`src/rtl/kinase_activity_ctrl_if.sv`:
```
// Host/manifold control bus of the kinase activity sequencer.
// The host (master) drives start/abort and watches the handshake and phase.
// The sequencer (slave) drives the pneumatic valve, sieve and pump lines.
interface kinase_activity_ctrl_if;
  logic        start;
  logic        abort;
  logic [12:0] c;
  logic [3:0]  s;
  logic [4:0]  p;
  logic        busy;
  logic        done;
  logic        aborted;
  logic [2:0]  phase;

  modport master (
    output start, abort,
    input  c, s, p, busy, done, aborted, phase
  );

  modport slave (
    input  start, abort,
    output c, s, p, busy, done, aborted, phase
  );
endinterface

```
`src/rtl/kinase_activity_ctrl.sv`:
```
// Assay sequencer for the dual kinase activity chip array.
// One run walks LOAD -> MIX -> INC -> FLUSH and back to IDLE, driving the
// shared valve (c), sieve (s) and pump (p) lines. Every output is registered
// and is decoded from the next state, so the line vectors change on the same
// edge as the state register. abort drops any active run to the all-closed
// IDLE state; it has no effect while IDLE.
module kinase_activity_ctrl #(
  parameter int LOAD_CYC  = 8,
  parameter int STEP_CYC  = 4,
  parameter int MIX_REPS  = 2,
  parameter int INC_CYC   = 16,
  parameter int FLUSH_CYC = 8
) (
  input  logic                   clk,
  input  logic                   rst,
  kinase_activity_ctrl_if.slave  bus
);

  typedef enum logic [2:0] {
    ST_IDLE  = 3'd0,
    ST_LOAD  = 3'd1,
    ST_MIX   = 3'd2,
    ST_INC   = 3'd3,
    ST_FLUSH = 3'd4
  } state_t;

  // Durations below one cycle collapse to a single cycle.
  localparam int LOAD_N  = (LOAD_CYC  < 1) ? 1 : LOAD_CYC;
  localparam int STEP_N  = (STEP_CYC  < 1) ? 1 : STEP_CYC;
  localparam int REPS_N  = (MIX_REPS  < 1) ? 1 : MIX_REPS;
  localparam int INC_N   = (INC_CYC   < 1) ? 1 : INC_CYC;
  localparam int FLUSH_N = (FLUSH_CYC < 1) ? 1 : FLUSH_CYC;
  localparam int MIX_N   = REPS_N * 6 * STEP_N;

  // Terminal values of the 16-bit phase counter and the step counter.
  localparam logic [15:0] LOAD_LAST  = 16'(LOAD_N - 1);
  localparam logic [15:0] MIX_LAST   = 16'(MIX_N - 1);
  localparam logic [15:0] INC_LAST   = 16'(INC_N - 1);
  localparam logic [15:0] FLUSH_LAST = 16'(FLUSH_N - 1);
  localparam logic [15:0] STEP_LAST  = 16'(STEP_N - 1);

  // Line vectors for each phase.
  localparam logic [12:0] C_IDLE  = 13'h1FFF;
  localparam logic [12:0] C_LOAD  = 13'h0078;
  localparam logic [12:0] C_MIX   = 13'h007F;
  localparam logic [12:0] C_INC   = 13'h1FFF;
  localparam logic [12:0] C_FLUSH = 13'h0006;

  state_t      state_q, state_d;
  logic [15:0] cnt_q, cnt_d;
  logic [15:0] step_q, step_d;
  logic [2:0]  idx_q, idx_d;
  logic        tog_q, tog_d;
  logic        step_wrap;

  logic [12:0] c_d, c_q;
  logic [3:0]  s_d, s_q;
  logic [4:0]  p_d, p_q;
  logic        busy_q, done_d, done_q, aborted_d, aborted_q;

  assign step_wrap = (step_q == STEP_LAST);

  // Next-state, counter and handshake-pulse logic.
  always_comb begin
    // NOTE: every signal gets a default before the case so no path leaves
    // one unassigned, which would otherwise infer a latch.
    state_d   = state_q;
    cnt_d     = cnt_q + 16'd1;
    step_d    = step_q;
    idx_d     = idx_q;
    tog_d     = tog_q;
    done_d    = 1'b0;
    aborted_d = 1'b0;

    case (state_q)
      ST_IDLE: begin
        cnt_d = '0;
        if (bus.start && !bus.abort) begin
          state_d = ST_LOAD;
        end
      end

      ST_LOAD: begin
        if (cnt_q == LOAD_LAST) begin
          state_d = ST_MIX;
          cnt_d   = '0;
          step_d  = '0;
          idx_d   = '0;
        end
      end

      ST_MIX: begin
        // Advance the peristaltic pattern every STEP_N cycles, wrapping 5 -> 0.
        if (step_wrap) begin
          step_d = '0;
          idx_d  = (idx_q == 3'd5) ? 3'd0 : idx_q + 3'd1;
        end else begin
          step_d = step_q + 16'd1;
        end
        if (cnt_q == MIX_LAST) begin
          state_d = ST_INC;
          cnt_d   = '0;
        end
      end

      ST_INC: begin
        if (cnt_q == INC_LAST) begin
          state_d = ST_FLUSH;
          cnt_d   = '0;
          step_d  = '0;
          idx_d   = '0;
          tog_d   = 1'b0;
        end
      end

      ST_FLUSH: begin
        // Alternate the two flush pump lines every STEP_N cycles.
        if (step_wrap) begin
          step_d = '0;
          tog_d  = ~tog_q;
        end else begin
          step_d = step_q + 16'd1;
        end
        if (cnt_q == FLUSH_LAST) begin
          state_d = ST_IDLE;
          cnt_d   = '0;
          done_d  = 1'b1;
        end
      end

      default: begin
        state_d = ST_IDLE;
        cnt_d   = '0;
      end
    endcase

    // Abort beats every other transition, including a completing FLUSH.
    if (bus.abort && state_q != ST_IDLE) begin
      state_d   = ST_IDLE;
      cnt_d     = '0;
      done_d    = 1'b0;
      aborted_d = 1'b1;
    end
  end

  // Line vectors for the state being entered, so they register alongside it.
  always_comb begin
    c_d = C_IDLE;
    s_d = 4'h0;
    p_d = 5'h00;
    case (state_d)
      ST_LOAD: begin
        c_d = C_LOAD;
        s_d = 4'hF;
      end
      ST_MIX: begin
        c_d = C_MIX;
        s_d = 4'hF;
        case (idx_d)
          3'd0:    p_d = 5'b00101;
          3'd1:    p_d = 5'b00100;
          3'd2:    p_d = 5'b00110;
          3'd3:    p_d = 5'b00010;
          3'd4:    p_d = 5'b00011;
          default: p_d = 5'b00001;
        endcase
      end
      ST_INC: begin
        c_d = C_INC;
        s_d = 4'hF;
      end
      ST_FLUSH: begin
        c_d = C_FLUSH;
        p_d = tog_d ? 5'b01000 : 5'b10000;
      end
      default: begin
        c_d = C_IDLE;
      end
    endcase
  end

  // State, counters and registered outputs; reset forces the safe state.
  always_ff @(posedge clk or posedge rst) begin
    if (rst) begin
      state_q   <= ST_IDLE;
      cnt_q     <= '0;
      step_q    <= '0;
      idx_q     <= '0;
      tog_q     <= 1'b0;
      c_q       <= C_IDLE;
      s_q       <= 4'h0;
      p_q       <= 5'h00;
      busy_q    <= 1'b0;
      done_q    <= 1'b0;
      aborted_q <= 1'b0;
    end else begin
      // NOTE: non-blocking assignments so every register samples the values
      // from before this edge, independent of statement order.
      state_q   <= state_d;
      cnt_q     <= cnt_d;
      step_q    <= step_d;
      idx_q     <= idx_d;
      tog_q     <= tog_d;
      c_q       <= c_d;
      s_q       <= s_d;
      p_q       <= p_d;
      busy_q    <= (state_d != ST_IDLE);
      done_q    <= done_d;
      aborted_q <= aborted_d;
    end
  end

  assign bus.c       = c_q;
  assign bus.s       = s_q;
  assign bus.p       = p_q;
  assign bus.busy    = busy_q;
  assign bus.done    = done_q;
  assign bus.aborted = aborted_q;
  assign bus.phase   = state_q;

endmodule

```
`src/flat_wrapper.sv`:
```
// flat-port wrapper written by rule: the top's interface ports become plain ports
module kinase_activity_ctrl_flat 
#(
  parameter int LOAD_CYC  = 8,
  parameter int STEP_CYC  = 4,
  parameter int MIX_REPS  = 2,
  parameter int INC_CYC   = 16,
  parameter int FLUSH_CYC = 8
)
  (clk, rst, bus_start, bus_abort, bus_c, bus_s, bus_p, bus_busy, bus_done, bus_aborted, bus_phase);
  kinase_activity_ctrl_if bus_i ();
  input  logic clk;
  input  logic rst;
  input wire logic [$bits(bus_i.start)-1:0] bus_start;
  input wire logic [$bits(bus_i.abort)-1:0] bus_abort;
  output wire logic [$bits(bus_i.c)-1:0] bus_c;
  output wire logic [$bits(bus_i.s)-1:0] bus_s;
  output wire logic [$bits(bus_i.p)-1:0] bus_p;
  output wire logic [$bits(bus_i.busy)-1:0] bus_busy;
  output wire logic [$bits(bus_i.done)-1:0] bus_done;
  output wire logic [$bits(bus_i.aborted)-1:0] bus_aborted;
  output wire logic [$bits(bus_i.phase)-1:0] bus_phase;
  assign bus_i.start = bus_start;
  assign bus_i.abort = bus_abort;
  assign bus_c = bus_i.c;
  assign bus_s = bus_i.s;
  assign bus_p = bus_i.p;
  assign bus_busy = bus_i.busy;
  assign bus_done = bus_i.done;
  assign bus_aborted = bus_i.aborted;
  assign bus_phase = bus_i.phase;
  kinase_activity_ctrl #(.LOAD_CYC(LOAD_CYC), .STEP_CYC(STEP_CYC), .MIX_REPS(MIX_REPS), .INC_CYC(INC_CYC), .FLUSH_CYC(FLUSH_CYC)) u_core (.clk(clk), .rst(rst), .bus(bus_i));
endmodule
```
`config.mk`:
```
export PLATFORM = sky130hd
export DESIGN_NAME = kinase_activity_ctrl_flat
export DESIGN_NICKNAME = d
export VERILOG_FILES = /design/src/rtl/kinase_activity_ctrl_if.sv /design/src/rtl/kinase_activity_ctrl.sv /design/src/flat_wrapper.sv
export SDC_FILE = /design/constraint.sdc
export NUM_CORES = 1
export LEC_CHECK = 0
export BUFFER_PORTS_ARGS = -buffer_cell sky130_fd_sc_hd__buf_4
export CORE_UTILIZATION = 45
export CTS_BUF_LIST = sky130_fd_sc_hd__clkbuf_16
export CTS_CLUSTER_DIAMETER = 40
export DETAILED_ROUTE_END_ITERATION = 6
export PLACE_DENSITY = 0.69
export SYNTH_ARGS = -nofsm -noshare
export SYNTH_HDL_FRONTEND = slang
export SYNTH_SLANG_ARGS = --single-unit
export TNS_END_PERCENT = 1
```
`constraint.sdc`:
```
create_clock -name clk -period 3.3 [get_ports clk]
set_input_delay 0.165 -clock clk [delete_from_list [all_inputs] [get_ports clk]]
set_output_delay 0.165 -clock clk [all_outputs]
set_load 0.02 [all_outputs]
```
==> run summary <==
Run status: complete, but fails checks
Violated checks: design-rule violations
Ports placed on the boundary: 32
Total leakage power: 1.460 nW
PwrDens: 523.4 nW/um^2
Clk pin slew, worst setup/hold paths: 70 ps
Total Negative Setup Slacks: 0 ps
Final-report hold violation count: 0
Max Slew Vio Count: 0
Synthesis-stage register bit count: 52
Starting density of the core: 46.97%
Antenna violations before repair: 0
Reg-to-Reg Start: u_core.cnt_q[0]
CTS H-Tree Depth: 2
Residual DRC: 10
R2R setup slack: 450 ps
Beginning of the critical path: u_core.cnt_q[0]
Capture point of the worst path: u_core.step_q[0]
Site Rows: 29
Destination of the worst register-to-register timing path: u_core.step_q[0]
Unrepaired setup endpoints after global routing: false
Via count of the routed design: 2344
Worst R2R Path Depth: 6
Die outline width: 83.88 microns
Routed wire length: 5949 microns
Area overhead of the layout relative to synthesis: 11.82%
Share of Yosys cell area claimed by the top area cell type: 39.82%
Share of flip-flops with an asynchronous set or reset after synthesis: 100.0%
Number of nets in the finished design: 338
Minimum clock period after layout: 2851 ps
Number of global-route vias before repair: 2192
Post-layout instance area: 3373 sq um
Synthesized instance count: 322
Antenna Diode Count: 0
Core outline area: 6422 sq um
Resize count post-CTS: 0
Clock insertion delay at the later pin of the skew report: 290 ps
Number of standard cells in the final layout excluding fillers: 410
Data arrival time of the worst path: 3030 ps
Fill cell total of the finished layout: 590
Cells along the critical path: ha_1 -> or4bb_1 -> nor4_1 -> a31oi_1 -> and2_1 -> mux2_2
Iteration-0 DRC count of the detailed router: 161
Clock tree from TritonCTS: built
Post-detailed-route via-to-cell ratio: 5.717
Chip height: 83.88 microns
Clock tree skew after final layout: 3.469 ps
CP peak stage delay: 570 ps
Die footprint: 7035 sq um
CP Max Fanout: 14
Number of clock sinks seen by CTS: 52
Global route overflow: 0
Placed cell count: 402
WS Path Type: flip-flop to flip-flop
Final-report setup violation count: 0
Combined flip-flop and latch cell area: 1306 sq um
Register area share after synthesis: 43.30%
Worst setup SP type: flip-flop
Maximum number of buffers from clock root to sink: 2
DR WL/cell: 14.51 microns
Maximum vdd ir drop: 0.0002320 V
DR pass1 iterations: 7
Synth Warn #: 0
Number of distinct library cells after synthesis: 54
Area of the mapped netlist: 3017 sq um
Area taken by multi-input logic gates: 1518 sq um
Biggest area contributors in the synthesized netlist: sky130_fd_sc_hd__dfrtp_1, sky130_fd_sc_hd__mux2i_1, sky130_fd_sc_hd__nand3_1
Max-Slew Margin vs Limit: 24.96%
Largest net degree at the start of global routing: 53
Syn Nets: 328
Endpoint type of the worst setup path: flip-flop
Global-route wire length before repair: 10340 microns
Mean Syn Cell Area: 9.368 sq um
Final critical-path share of the clock period: 86.38%
Number of port buffers: 31
Placer's final routability congestion estimate: 0.8210
Fmax: 350.8 MHz
Measured slew at the worst slew-check pin: 1120 ps
Ratio of cells with drive above 1 in the final layout: 15.92%
Predominant post-synthesis flop cell: sky130_fd_sc_hd__dfrtp_1
Number of enable-type register cells in the synthesized netlist: 0
Cell type with the largest total area after synthesis: sky130_fd_sc_hd__dfrtp_1
Worst EP required: 3480 ps
Area after DPL: 3206 sq um
Number of post-CTS setup repair buffers: 0
Detail Route Antenna Nets: 0
Path type of the worst min-delay path: input port to flip-flop
Overall routing resource usage: 18.18%
Total of max-cap violations: 0
Slowest cell on the critical path: sky130_fd_sc_hd__or4bb_1
CTS root buffer: sky130_fd_sc_hd__clkbuf_16
Number of buffers inserted during clock tree synthesis: 5
Half-perimeter wire length after placement: 4175 microns
Number of hold-repair buffers added at the cts stage: 0
==> layer usage <==
metal | vias up | share of wire, % | GRT usage, %
met3 | 5 | 4.3 | 3.660
met5 | - | 0 | 0
li1 | 1175 | - | -
met4 | 0 | 0.91 | 4.389
met1 | 1109 | 49 | 24.95
met2 | 55 | 46 | 29.58
==> through the flow <==
step,utilization (%),hold slack [ps],power (mW),worst slack [ps]
after global placement,49.91,436.2,1.195,641.9
after global routing,52.52,138.2,1.851,177.5
after floorplan,-,235.3,1.084,781.1
final,52.52,133.3,1.766,449.5
after CTS,52.52,125.5,1.785,475.0
after detailed placement,49.91,427.7,1.202,502.8
==> worst min path at each step <==
| stage | start | end | slack, ps | depth (start not counted) |
|---|---|---|---|---|
| 2_1_floorplan | bus_abort | u_core.bus.done | 240 | 1 |
| 3_3_place_gp | bus_abort | u_core.bus.done | 440 | 2 |
| 4_1_cts | bus_abort | u_core.bus.done | 130 | 2 |
| 3_5_place_dp | bus_abort | u_core.bus.done | 430 | 2 |
| 5_1_grt | bus_abort | u_core.bus.done | 140 | 2 |
| 6_report | bus_abort | u_core.bus.done | 130 | 2 |
==> cells by family after synthesis <==
logic type,synth area share [%]
and+or+nand+nor,28.08
xor gates and xnor gates,5.516
AOI/OAI and AO/OA,11.53
DFF,43.30
buffers and inverters,6.387
muxes,4.355
adders and majority gates,0.8294
==> critical path: cells and delay by family (launching register included) <==
kind                     cells  cell delay, ps
flip-flops                   1             380
adder cells (fa/ha/maj)      1             250
multiplexers                 1             260
AND/OR/NAND/NOR              3            1340
AO/OA/AOI/OAI                1             500
==> placed cells by master, fill, tap and decap left out, types with 2 or more instances in the layout <==
cell type and instances:
sky130_fd_sc_hd__nor2b_1 4, sky130_fd_sc_hd__or4_4 2, sky130_fd_sc_hd__a211oi_1 2, sky130_fd_sc_hd__dfrtp_1 48, sky130_fd_sc_hd__o41ai_1 2, sky130_fd_sc_hd__nand4_1 8
sky130_fd_sc_hd__xnor2_1 11, sky130_fd_sc_hd__nor3b_1 2, sky130_fd_sc_hd__or3_1 5, sky130_fd_sc_hd__clkbuf_16 5, sky130_fd_sc_hd__and2_1 7, sky130_fd_sc_hd__dfstp_2 4
sky130_fd_sc_hd__nand2_1 18, sky130_fd_sc_hd__nor2_1 23, sky130_fd_sc_hd__o21ai_0 7, sky130_fd_sc_hd__and3_1 8, sky130_fd_sc_hd__a21oi_1 13, sky130_fd_sc_hd__nand3_1 24
sky130_fd_sc_hd__or4bb_1 2, sky130_fd_sc_hd__and4_1 9, sky130_fd_sc_hd__a31oi_1 2, sky130_fd_sc_hd__xor2_1 8, sky130_fd_sc_hd__nand2b_1 4, sky130_fd_sc_hd__mux2i_1 12
sky130_fd_sc_hd__inv_1 7, sky130_fd_sc_hd__a21o_1 4, sky130_fd_sc_hd__ha_1 2, sky130_fd_sc_hd__nor3_1 8, sky130_fd_sc_hd__buf_4 34, sky130_fd_sc_hd__a22o_1 2
sky130_fd_sc_hd__nor4_1 6, sky130_fd_sc_hd__a22oi_1 4, sky130_fd_sc_hd__nand3b_1 11, sky130_fd_sc_hd__nor4b_1 2
==> synth_stat cells (all sizes together) (2+ instances only) <==
cell type / n
a21o: 4
inv: 8
nor4: 7
and4: 9
o21ai: 8
and2: 7
clkbuf: 18
a22oi: 4
nand4: 8
a211oi: 2
nor2b: 4
a22o: 2
xnor2: 11
xor2: 8
a31oi: 2
dfstp: 4
a21oi: 13
nor4b: 2
dfrtp: 48
nor2: 23
or4bb: 2
or4: 2
o41ai: 2
nand3: 24
and3: 8
or3: 5
nor3: 8
nand2: 18
mux2i: 12
ha: 2
buf: 13
nand2b: 4
nor3b: 2
nand3b: 11
==> where the power goes <==
part           internal (mW)  leakage, nW  switching, mW
Sequential             0.696        0.705         0.0328
Clock                  0.356       0.0798          0.224
Combinational          0.188        0.674          0.268
Total                   1.24         1.46          0.525
==> registers in the layout (all words and copies together), names as in the netlist, 3 cells and up <==
name              cells
u_core.step_q        16
u_core.idx_q          3
u_core.bus.p          5
u_core.cnt_q         16
u_core.bus.phase      3
u_core.bus.c          4
==> layout make-up <==
type / count / area share, %
flip-flops and latches: 52 / 38.72
clock inverters: 3 / 1.261
multi-input cells: 231 / 44.99
clock buffers: 5 / 3.709
inverters: 8 / 0.8902
repair buffers: 34 / 7.567
well taps: 77 / 2.856
(Power assumes the default switching activity.)
